--- config.mk ---
export PLATFORM = sky130hd
export DESIGN_NAME = senone_scorer_flat
export DESIGN_NICKNAME = d
export VERILOG_FILES = /design/src/rtl/senone_scorer_pkg.sv /design/src/rtl/senone_scorer_if.sv /design/src/rtl/senone_scorer_mac.sv /design/src/rtl/senone_scorer.sv /design/src/flat_wrapper.sv
export SDC_FILE = /design/constraint.sdc
export NUM_CORES = 2
export LEC_CHECK = 0
export ABC_AREA = 0
export BUFFER_PORTS_ARGS = -buffer_cell sky130_fd_sc_hd__buf_2
export CAP_MARGIN = 5
export CORE_AREA = 2 2 229 343
export DETAILED_ROUTE_END_ITERATION = 12
export DIE_AREA = 0 0 231 345
export GPL_ROUTABILITY_DRIVEN = 0
export PLACE_DENSITY = 0.74
export SETUP_SLACK_MARGIN = 0.05
export SLEW_MARGIN = 20
export SYNTH_ARGS = -nofsm -noshare
export SYNTH_HDL_FRONTEND = slang
export SYNTH_SLANG_ARGS = --single-unit
--- constraint.sdc ---
create_clock -name clk -period 26.2 [get_ports clk]
set_input_delay 2.62 -clock clk [delete_from_list [all_inputs] [get_ports clk]]
set_output_delay 2.62 -clock clk [all_outputs]
set_load 0.03 [all_outputs]
--- src/rtl/senone_scorer_pkg.sv ---
`default_nettype none
// ============================================================================
// s_data_pkg : shared senone ROM record, scorer widths/states, saturation.
// Rev 1.0
// ============================================================================
package s_data_pkg;

    localparam int N_COMPONENTS = 6;
    localparam int ACC_W        = 56;
    localparam int TERM_W       = 50;

    typedef logic signed [15:0] num;

    typedef struct packed {
        num                    k;
        num [N_COMPONENTS-1:0] omegas;
        num [N_COMPONENTS-1:0] means;
    } senone_data;

    typedef enum logic [1:0] {
        S_IDLE  = 2'd0,
        S_ACCUM = 2'd1,
        S_FINAL = 2'd2,
        S_OUT   = 2'd3
    } scorer_state_t;

    localparam logic signed [ACC_W:0] SAT_MAX = (ACC_W+1)'(32767);
    localparam logic signed [ACC_W:0] SAT_MIN = (ACC_W+1)'(-32768);

    function automatic num sat16(input logic signed [ACC_W:0] v);
        if (v > SAT_MAX)
            return 16'h7FFF;
        else if (v < SAT_MIN)
            return 16'h8000;
        else
            return v[15:0];
    endfunction

endpackage
`default_nettype wire

--- src/rtl/senone_scorer_if.sv ---
`default_nettype none
// ============================================================================
// senone_scorer_if : score valid/ready channel toward the search logic.
// Rev 1.0
// ============================================================================
interface senone_scorer_if #(
    parameter int IDX_W = 5
);
    import s_data_pkg::*;

    num               score;
    logic [IDX_W-1:0] score_idx;
    logic             score_valid;
    logic             score_ready;

    modport master (output score, output score_idx, output score_valid, input score_ready);
    modport slave  (input score, input score_idx, input score_valid, output score_ready);

endinterface
`default_nettype wire

--- src/rtl/senone_scorer_mac.sv ---
`default_nettype none
// ============================================================================
// scorer_mac : omega-weighted squared distance term for one feature component.
// Rev 1.0
// ============================================================================
module scorer_mac
    import s_data_pkg::*;
(
    input  num                       feat,
    input  num                       mean,
    input  num                       omega,
    output logic signed [TERM_W-1:0] term
);

    logic signed [16:0]       diff;
    logic signed [33:0]       diff_x;
    logic signed [33:0]       sq;
    logic signed [TERM_W-1:0] sq_x;
    logic signed [TERM_W-1:0] omega_x;

    assign diff    = {feat[15], feat} - {mean[15], mean};
    assign diff_x  = {{17{diff[16]}}, diff};
    assign sq      = diff_x * diff_x;
    // sq never exceeds 2^32, so zero-extension keeps it non-negative
    assign sq_x    = {16'b0, sq};
    assign omega_x = {{(TERM_W-16){omega[15]}}, omega};
    assign term    = sq_x * omega_x;

endmodule
`default_nettype wire

--- src/rtl/senone_scorer.sv ---
`default_nettype none
// ============================================================================
// senone_scorer : walks all senones per frame, serial MAC scoring, valid/ready
// output. Optional SCORER_BEST_EN tracks the best score/index of the frame.
// Rev 1.0
// ============================================================================
module senone_scorer
    import s_data_pkg::*;
#(
    parameter int N_SENONES = 12,
    parameter int IDX_W     = 5,
    parameter int ACC_SHIFT = 8
) (
    input  logic                       clk,
    input  logic                       n_reset,
    input  logic                       start,
    input  logic [16*N_COMPONENTS-1:0] feature,
    output logic [IDX_W-1:0]           senone_index,
    input  senone_data                 senone,
    output logic                       busy,
    output logic                       done,
`ifdef SCORER_BEST_EN
    output num                         best_score,
    output logic [IDX_W-1:0]           best_idx,
`endif
    senone_scorer_if.master            score_if
);

    localparam int                COMP_W    = (N_COMPONENTS > 1) ? $clog2(N_COMPONENTS) : 1;
    localparam logic [COMP_W-1:0] LAST_COMP = COMP_W'(N_COMPONENTS-1);
    localparam logic [IDX_W-1:0]  LAST_SEN  = IDX_W'(N_SENONES-1);

    scorer_state_t             state, state_n;
    logic [IDX_W-1:0]          sen_cnt;
    logic [COMP_W-1:0]         comp;
    logic signed [ACC_W-1:0]   acc;
    num [N_COMPONENTS-1:0]     feat_q;
    num                        score_q;
    logic [IDX_W-1:0]          score_idx_q;

    logic signed [TERM_W-1:0]  term;
    logic signed [ACC_W-1:0]   acc_shr;
    logic signed [ACC_W:0]     final_s;
    num                        sat_s;
    logic                      handshake;
    logic                      last_sen;

    scorer_mac u_mac (
        .feat  (feat_q[comp]),
        .mean  (senone.means[comp]),
        .omega (senone.omegas[comp]),
        .term  (term)
    );

    assign acc_shr  = acc >>> ACC_SHIFT;
    assign final_s  = {{(ACC_W+1-16){senone.k[15]}}, senone.k} - {acc_shr[ACC_W-1], acc_shr};
    assign sat_s    = sat16(final_s);
    assign last_sen = (sen_cnt == LAST_SEN);

    always_ff @(posedge clk or negedge n_reset) begin
        if (!n_reset)
            state <= S_IDLE;
        else
            state <= state_n;
    end

    always_comb begin
        state_n   = state;
        handshake = 1'b0;
        case (state)
            S_IDLE:  if (start) state_n = S_ACCUM;
            S_ACCUM: if (comp == LAST_COMP) state_n = S_FINAL;
            S_FINAL: state_n = S_OUT;
            S_OUT: begin
                if (score_if.score_ready) begin
                    handshake = 1'b1;
                    state_n   = last_sen ? S_IDLE : S_ACCUM;
                end
            end
            default: state_n = S_IDLE;
        endcase
    end

    assign busy                 = (state != S_IDLE);
    assign done                 = handshake && last_sen;
    assign senone_index         = busy ? sen_cnt : '0;
    assign score_if.score       = score_q;
    assign score_if.score_idx   = score_idx_q;
    assign score_if.score_valid = (state == S_OUT);

    always_ff @(posedge clk or negedge n_reset) begin
        if (!n_reset) begin
            feat_q      <= '0;
            sen_cnt     <= '0;
            comp        <= '0;
            acc         <= '0;
            score_q     <= '0;
            score_idx_q <= '0;
        end else begin
            case (state)
                S_IDLE: begin
                    if (start) begin
                        feat_q  <= feature;
                        sen_cnt <= '0;
                        comp    <= '0;
                        acc     <= '0;
                    end
                end
                S_ACCUM: begin
                    acc  <= acc + {{(ACC_W-TERM_W){term[TERM_W-1]}}, term};
                    comp <= (comp == LAST_COMP) ? '0 : comp + 1'b1;
                end
                S_FINAL: begin
                    score_q     <= sat_s;
                    score_idx_q <= sen_cnt;
                end
                S_OUT: begin
                    if (handshake && !last_sen) begin
                        sen_cnt <= sen_cnt + 1'b1;
                        comp    <= '0;
                        acc     <= '0;
                    end
                end
                default: ;
            endcase
        end
    end

`ifdef SCORER_BEST_EN
    // Folded in as each score is registered, so the done cycle already
    // reflects the last senone; the strict compare keeps the lower index on ties.
    always_ff @(posedge clk or negedge n_reset) begin
        if (!n_reset) begin
            best_score <= '0;
            best_idx   <= '0;
        end else if (state == S_IDLE && start) begin
            best_score <= 16'h8000;
            best_idx   <= '0;
        end else if (state == S_FINAL && sat_s > best_score) begin
            best_score <= sat_s;
            best_idx   <= sen_cnt;
        end
    end
`endif

endmodule
`default_nettype wire

--- src/flat_wrapper.sv ---
// flat-port wrapper written by rule: the top's interface ports become plain ports
module senone_scorer_flat import s_data_pkg::*;
#(
    parameter int N_SENONES = 12,
    parameter int IDX_W     = 5,
    parameter int ACC_SHIFT = 8
)
  (clk, n_reset, start, feature, senone_index, senone, busy, done, score_if_score, score_if_score_idx, score_if_score_valid, score_if_score_ready);
  senone_scorer_if #(.IDX_W(IDX_W)) score_if_i ();
  input  logic clk;
  input  logic n_reset;
  input  logic start;
  input  logic [16*N_COMPONENTS-1:0] feature;
  output logic [IDX_W-1:0] senone_index;
  input  senone_data senone;
  output logic busy;
  output logic done;
  output wire logic [$bits(score_if_i.score)-1:0] score_if_score;
  output wire logic [$bits(score_if_i.score_idx)-1:0] score_if_score_idx;
  output wire logic [$bits(score_if_i.score_valid)-1:0] score_if_score_valid;
  input wire logic [$bits(score_if_i.score_ready)-1:0] score_if_score_ready;
  assign score_if_score = score_if_i.score;
  assign score_if_score_idx = score_if_i.score_idx;
  assign score_if_score_valid = score_if_i.score_valid;
  assign score_if_i.score_ready = score_if_score_ready;
  senone_scorer #(.N_SENONES(N_SENONES), .IDX_W(IDX_W), .ACC_SHIFT(ACC_SHIFT)) u_core (.clk(clk), .n_reset(n_reset), .start(start), .feature(feature), .senone_index(senone_index), .senone(senone), .busy(busy), .done(done), .score_if(score_if_i));
endmodule
# [After elaboration in Yosys (flattened, before gate mapping)]
# Index checks and enable logic that the tools add are counted.
[word_totals] register_bits=183 out_inout_bits=29 elab_cells=68
[op_classes] add_sub_neg=5 mul=2 magnitude_cmp=3 n_eq_ne=9 mux=26 n_reduce_logical=11
[op_table] cell="56-bit one-hot mux with 3 select lines" n=1
[op_table] cell="16-bit binary-select mux with 3-bit select" n=3
[op_table] cell="56-bit two-way mux" n=2
[op_table] cell="16-bit two-way mux" n=5
[op_table] cell="57-bit by 16-bit > comparator with 1-bit output, second input constant" n=1
[op_table] cell="57-bit by 16-bit less-than comparator with 1-bit output, second input constant" n=1
[op_table] cell="56-bit adder" n=1
[op_table] cell="35-bit by 16-bit multiplier with 50-bit output" n=1
[op_table] cell="16-bit by 48-bit subtractor with 49-bit output" n=1
[op_table] cell="17-bit by 17-bit multiplier with 34-bit output" n=1
[op_table] cell="16-bit by 16-bit subtractor with 17-bit output" n=1
[op_table] cell="5-bit two-way mux" n=3
[op_table] cell="5-bit one-hot mux with 2 select lines" n=1
[op_table] cell="3-bit two-way mux" n=3
[op_table] cell="3-bit one-hot mux with 3 select lines" n=1
[op_table] cell="3-bit AND reduction" n=3
[op_table] cell="2-bit one-hot mux with 4 select lines" n=1
[op_table] cell="2-bit two-way mux" n=3
[op_table] cell="2-bit by 1-bit inequality test with 1-bit output, second input constant" n=3
[op_table] cell="5-bit by 1-bit adder with 5-bit output, second input constant" n=1
[op_table] cell="5-bit by 4-bit equality test with 1-bit output, second input constant" n=1
[op_table] cell="2-bit equality test, second input constant" n=2
[op_table] cell="3-bit by 4-bit less-than comparator with 1-bit output, second input constant" n=1
[op_table] cell="2-bit nonzero test" n=2
[op_table] cell="other kinds (10)" n=13

# [Depth between registers and ports, before layout]
[depth] depth_word=7 mapped_depth=83 depth_no_buf=78

# [Cells and area by module]
# Synthesis repeated with hierarchy kept, for this count alone.
[unflattened] cells_unflattened=4796 area_unflattened_um2=43224.0
[modules_own_cells] mod="scorer_mac" n_inst=1 cells_each=3164 area_per_inst_um2=27749.1 seq_area_each_um2=0.0
[modules_own_cells] mod="senone_scorer" n_inst=1 cells_each=1632 area_per_inst_um2=15474.8 seq_area_each_um2=4579.4

# [Worst setup path before layout]
# OpenSTA, ideal clock, no wires.
[synth_timing] kind="input port to flip-flop" start="input port senone[16] in the netlist's numbering" end="register u_core.acc[54]" setup_ns=0.121 arrival_time_ns=19.300 setup_slack_ns=6.779 stages=73 n_path_buf=1 cell_sequence="mux4_2 nand2_1 o21ai_0 ha_1 inv_1 fa_1 a21o_1 a21oi_1 o21ai_0 a21oi_1 o21ai_0 a21oi_1 o21ai_0 a21oi_1 o21ai_0 and4_1 nor3_1 inv_1 [... 37 more ...] a21oi_1 a221o_1 a21oi_1 o21bai_1 xor2_1 ha_1 a21oi_1 o21ai_0 a21oi_1 nor2b_1 o21ai_0 nand2b_1 a21oi_1 o221ai_1 o22ai_1 o21ai_0 xor2_1 a22o_1"
[synth_between] elab_chain_len=7
[synth_lines] element="start, declared" line_no="flat_wrapper.sv:15" text="input senone_data senone;"
[synth_lines] element="16-bit binary-select mux with 3-bit select" line_no="senone_scorer.sv:50" text=".mean (senone.means[comp]),"
[synth_lines] element="16-bit two-way mux (implied by the code)" line_no="senone_scorer.sv:50"
[synth_lines] element="16-bit by 16-bit subtractor with 17-bit output" line_no="senone_scorer_mac.sv:21" text="assign diff = {feat[15], feat} - {mean[15], mean};"
[synth_lines] element="17-bit by 17-bit multiplier with 34-bit output" line_no="senone_scorer_mac.sv:23" text="assign sq = diff_x * diff_x;"
[synth_lines] element="35-bit by 16-bit multiplier with 50-bit output" line_no="senone_scorer_mac.sv:27" text="assign term = sq_x * omega_x;"
[synth_lines] element="56-bit adder" line_no="senone_scorer.sv:110" text="acc <= acc + {{(ACC_W-TERM_W){term[TERM_W-1]}}, term};"
[synth_lines] element="56-bit one-hot mux with 3 select lines" line_no="senone_scorer.sv:100" text="case (state)"
[synth_lines] element="end signal, assigned" line_no="senone_scorer.sv:110"
[synth_lines] element="end, declared" line_no="senone_scorer.sv:36" text="logic signed [ACC_W-1:0] acc;"
# Every way passes these cells. The select of a mux whose other input is x is not followed.
# A chain may end at the register's enable or synchronous reset.

# [Worst setup path in the final report]
[layout_timing] start="input port senone[49] in the netlist's numbering" end="register u_core.acc[53]"
# The elaborated chain is that of the path after synthesis.

==> metrics.sh <==
STATUS='finished clean'
CRIT_PATH_MAX_FANOUT=10
CTS_TREE='built'
CRITICAL_PATH.ENDPOINT_TYPE='register'
CRITICAL_PATH_BUF_INV_COUNT=11
FINALSETUPTNS_NS=0
LAYOUT.CELLS.MOST_COMMON_LIST='sky130_fd_sc_hd__inv_1, sky130_fd_sc_hd__fa_1, sky130_fd_sc_hd__nand2_1, sky130_fd_sc_hd__ha_1, sky130_fd_sc_hd__buf_2'
GRT_FIRST_PASS_WIRELENGTH_MM=192
FINAL-INSTANCE-COUNT-EXCL-FILL=5926
IO_BUFFERS=336
WIRELENGTH_MM=118
TIMING.REG2REG.SETUP_SLACK_NS=5.15
SYN_AREA_UM2=41900
IO-PIN-COUNT=337
YS_WARN_COUNT=0
FLOORPLAN.DIE.WIDTH_UM=231
GATE_COUNT_AFTER_TECHNOLOGY_MAPPING=4642
FILLERINSTANCES=6784
SYNTH_SEQUENTIAL_AREA_RATIO_PCT=10.9
MAX-CLOCK-PATH-BUFFERS=2
CRITPATHREQUIREDTIME_NS=26.55
CTS-ROOT-BUF='sky130_fd_sc_hd__clkbuf_16'
POST_CTS_RESIZED=0
SLEW_VIOL_FINAL=0
GRT_OVERFLOW=0
FIRST_PASS_DRT_ITERATIONS=5
AREA.GROWTH.SYNTH_TO_FINAL_PCT=8.46
FINAL_ANTENNA_NET_COUNT=0
POSTSYNTHNETCOUNT=6021
GRT_UTIL_MET1_PCT=36.8
VIAS=34000
ROUTE.DETAILED.DRC=0
FIN_WORST_SKEW_NS=0.0271
ACHIEVABLE-FREQUENCY_MHz=46.9
GR_MET2_DEMAND_RESOURCE_PCT=54.2
CTSHOLDBUFFERS=0
CRITPATHKIND='input port to register'
TIMING.CRITICAL_PATH.MAX_DELAY_FAMILY='adder cells'
WL_PER_CELL_UM=19.9
FIRST_GLOBAL_VIAS=36500
HPWL_REPORTED_AT_THE_END_OF_DETAILED_PLACEMENT_MM=96.3
SYNTHARSTFLOPSHARE_PCT=100
GRT.MET3_USAGE_PCT=4.33
POST_ROUTE_CELLS_DRIVE_ABOVE_1_SHARE_PCT=13.3
PLACEMENT_ROWS=125
FINALCRITICALPERIOD_NS=21.33
FINAL_COMMON_CELL='sky130_fd_sc_hd__inv_1'
GLOBALROUTE.BUSIESTLAYER='met2'
VIASPERCELL=5.74
CLOCK_TRANSITION_AT_THE_REGISTERS_OF_THE_REPORTED_PATHS_NS=0.08
MAX_CAP_VIOL_COUNT=0
CTS_SETUP_BUFFERS=0
DRTITER0DRC=2144
MIN-DELAY-PATH-CLASS='register to register'
WORST_PIN_SLEW_NS=1.14
TIMING.CRITICAL_PATH.ARRIVAL_NS=21.69
SETUP_VIOLATIONS=0
SETUP.WORST_PATH.START_CLASS='input port'
CRITICAL-PATH-SLOWEST-CELL='sky130_fd_sc_hd__xor2_1'
CRITPATHMAXSTAGEDELAY_NS=0.73
PIN_COUNT_OF_THE_BIGGEST_NET_ENTERING_GLOBAL_ROUTING=75
SLEW_HEADROOM_PCT=24.1
LATER_PIN_CLOCK_LATENCY_IN_THE_SKEW_REPORT_NS=0.46
EDFF_COUNT_SYNTH=0
DP_CELLS=5887
TOTAL_ROUTING_USAGE_REPORTED_BY_GLOBAL_ROUTING_PCT=30.5
ANTENNA_FOUND_INITIAL=11
SYNTH-SEQ-CELLS=183
HOLD_VIOLATIONS=0
GRT_SETUP_UNREPAIRED='false'
CTS_SINKS=183
FP.COREAREA_UM2=76900
SYNTH-MAIN-FF-CELL='sky130_fd_sc_hd__dfrtp_1'
DESIGN.FINAL.NETS=6269
WORST_PATH_MOST_REPEATED_CELL='sky130_fd_sc_hd__fa_1'
DIE_H_UM=345
DIE-AREA_UM2=79700
AVGSYNTHCELLAREA_UM2=9.02
INITIAL_CORE_UTIL_PCT=54.4
CTS_INSERTED_BUFFERS=17
H-TREE-DEPTH=4
FIN_WORST_HOLD_SLACK_NS=0.505
YOSYSUNIQUECELLTYPES=82
TIMING.FINAL.CRIT_SHARE_PCT=81.4
[sequential cells by signal, indices dropped and copies added, names as in the netlist]
signal,count
u_core.feat_q,96
u_core.acc,56
u_core.score_if.score,16
u_core.score_if.score_idx,5
u_core.sen_cnt,5
u_core.comp,3
u_core.state,2
[synthesized netlist by cell type (all sizes together) (5+ instances only)]
master,n,share of area (%)
inv,915,8.2
fa,706,34
nand2,512,4.6
ha,365,11
nor2,322,2.9
a21oi,196,2.3
dfrtp,183,11
clkbuf,143,1.3
o21ai,135,1.6
xnor2,134,2.8
a21o,107,1.9
mux2,105,2.8
and2,84,1.3
xor2,69,1.4
a22o,56,1.2
mux2i,51,1.2
nor2b,50,0.75
mux4,48,2.6
nor3,41,0.49
nand3,36,0.43
nand2b,35,0.52
buf,30,0.32
o21bai,28,0.50
and3,25,0.39
nand4,25,0.37
a211oi,24,0.44
a31oi,24,0.39
o21a,22,0.42
or2,22,0.33
a32o,16,0.38
o211ai,10,0.19
o31ai,10,0.18
nor4,9,0.13
or3,9,0.13
a21boi,8,0.14
a31o,6,0.13
and4,6,0.13
nor3b,6,0.11
a211o,5,0.10
o22ai,5,0.075
o31a,5,0.11
or3b,5,0.10
[cell type report]
class                           instances  area [um2]  area share (%)
Timing Repair Buffer                  402        2190            4.81
Multi-Input combinational cell       3368       33300            73.2
Antenna cell                            7        17.5          0.0386
Clock buffer                           17         425           0.936
Tap cell                             1016        1270            2.80
Clock inverter                         15         224           0.493
Inverter                              918        3450            7.58
Sequential cell                       183        4580            10.1
[routing by layer]
layer	part of all wire [%]	vias up
met2	52	1268
met5	0.043	-
met4	4.8	8
li1	-	15300
met1	37	17100
met3	6.3	358
[stage by stage]
stage,setup WS (ns),util (%),cell area (um2)
final,4.87,59.0,45400
after detailed placement,4.66,58.2,44800
after floorplan,6.78,-,41900
after global routing,3.84,59.0,45400
after CTS,5.05,59.0,45400
after global placement,5.19,58.2,44800
[final timing paths]
kind	from	endpoint	depth (start not counted)
worst min-delay path	u_core.score_if.score_idx[0]$_DFFE_PN0N_	u_core.score_if.score_idx[0]$_DFFE_PN0N_	1
worst max-delay path	senone[49]	u_core.acc[53]$_DFFE_PN0P_	68
worst min register to register	u_core.score_if.score_idx[0]$_DFFE_PN0N_	u_core.score_if.score_idx[0]$_DFFE_PN0N_	1
worst max register to register	u_core.comp[0]$_DFFE_PN0P_	u_core.acc[53]$_DFFE_PN0P_	70
max in group asynchronous	n_reset	u_core.feat_q[70]$_DFFE_PN0P_	3
min in group asynchronous	n_reset	u_core.score_if.score[6]$_DFFE_PN0N_	1
[cells by family after synthesis]
family                   synth area share, %
flip-flops                              10.9
buffers and inverters                   9.83
AND/OR/NAND/NOR                         12.8
adder cells (fa/ha/maj)                 44.6
XOR/XNOR                                4.24
multiplexers                            6.62
AO/OA/AOI/OAI                           10.9
Power is left out: the tool's default activity adds up to more than one toggle a clock period on the data nets, which glitch-free logic cannot reach.
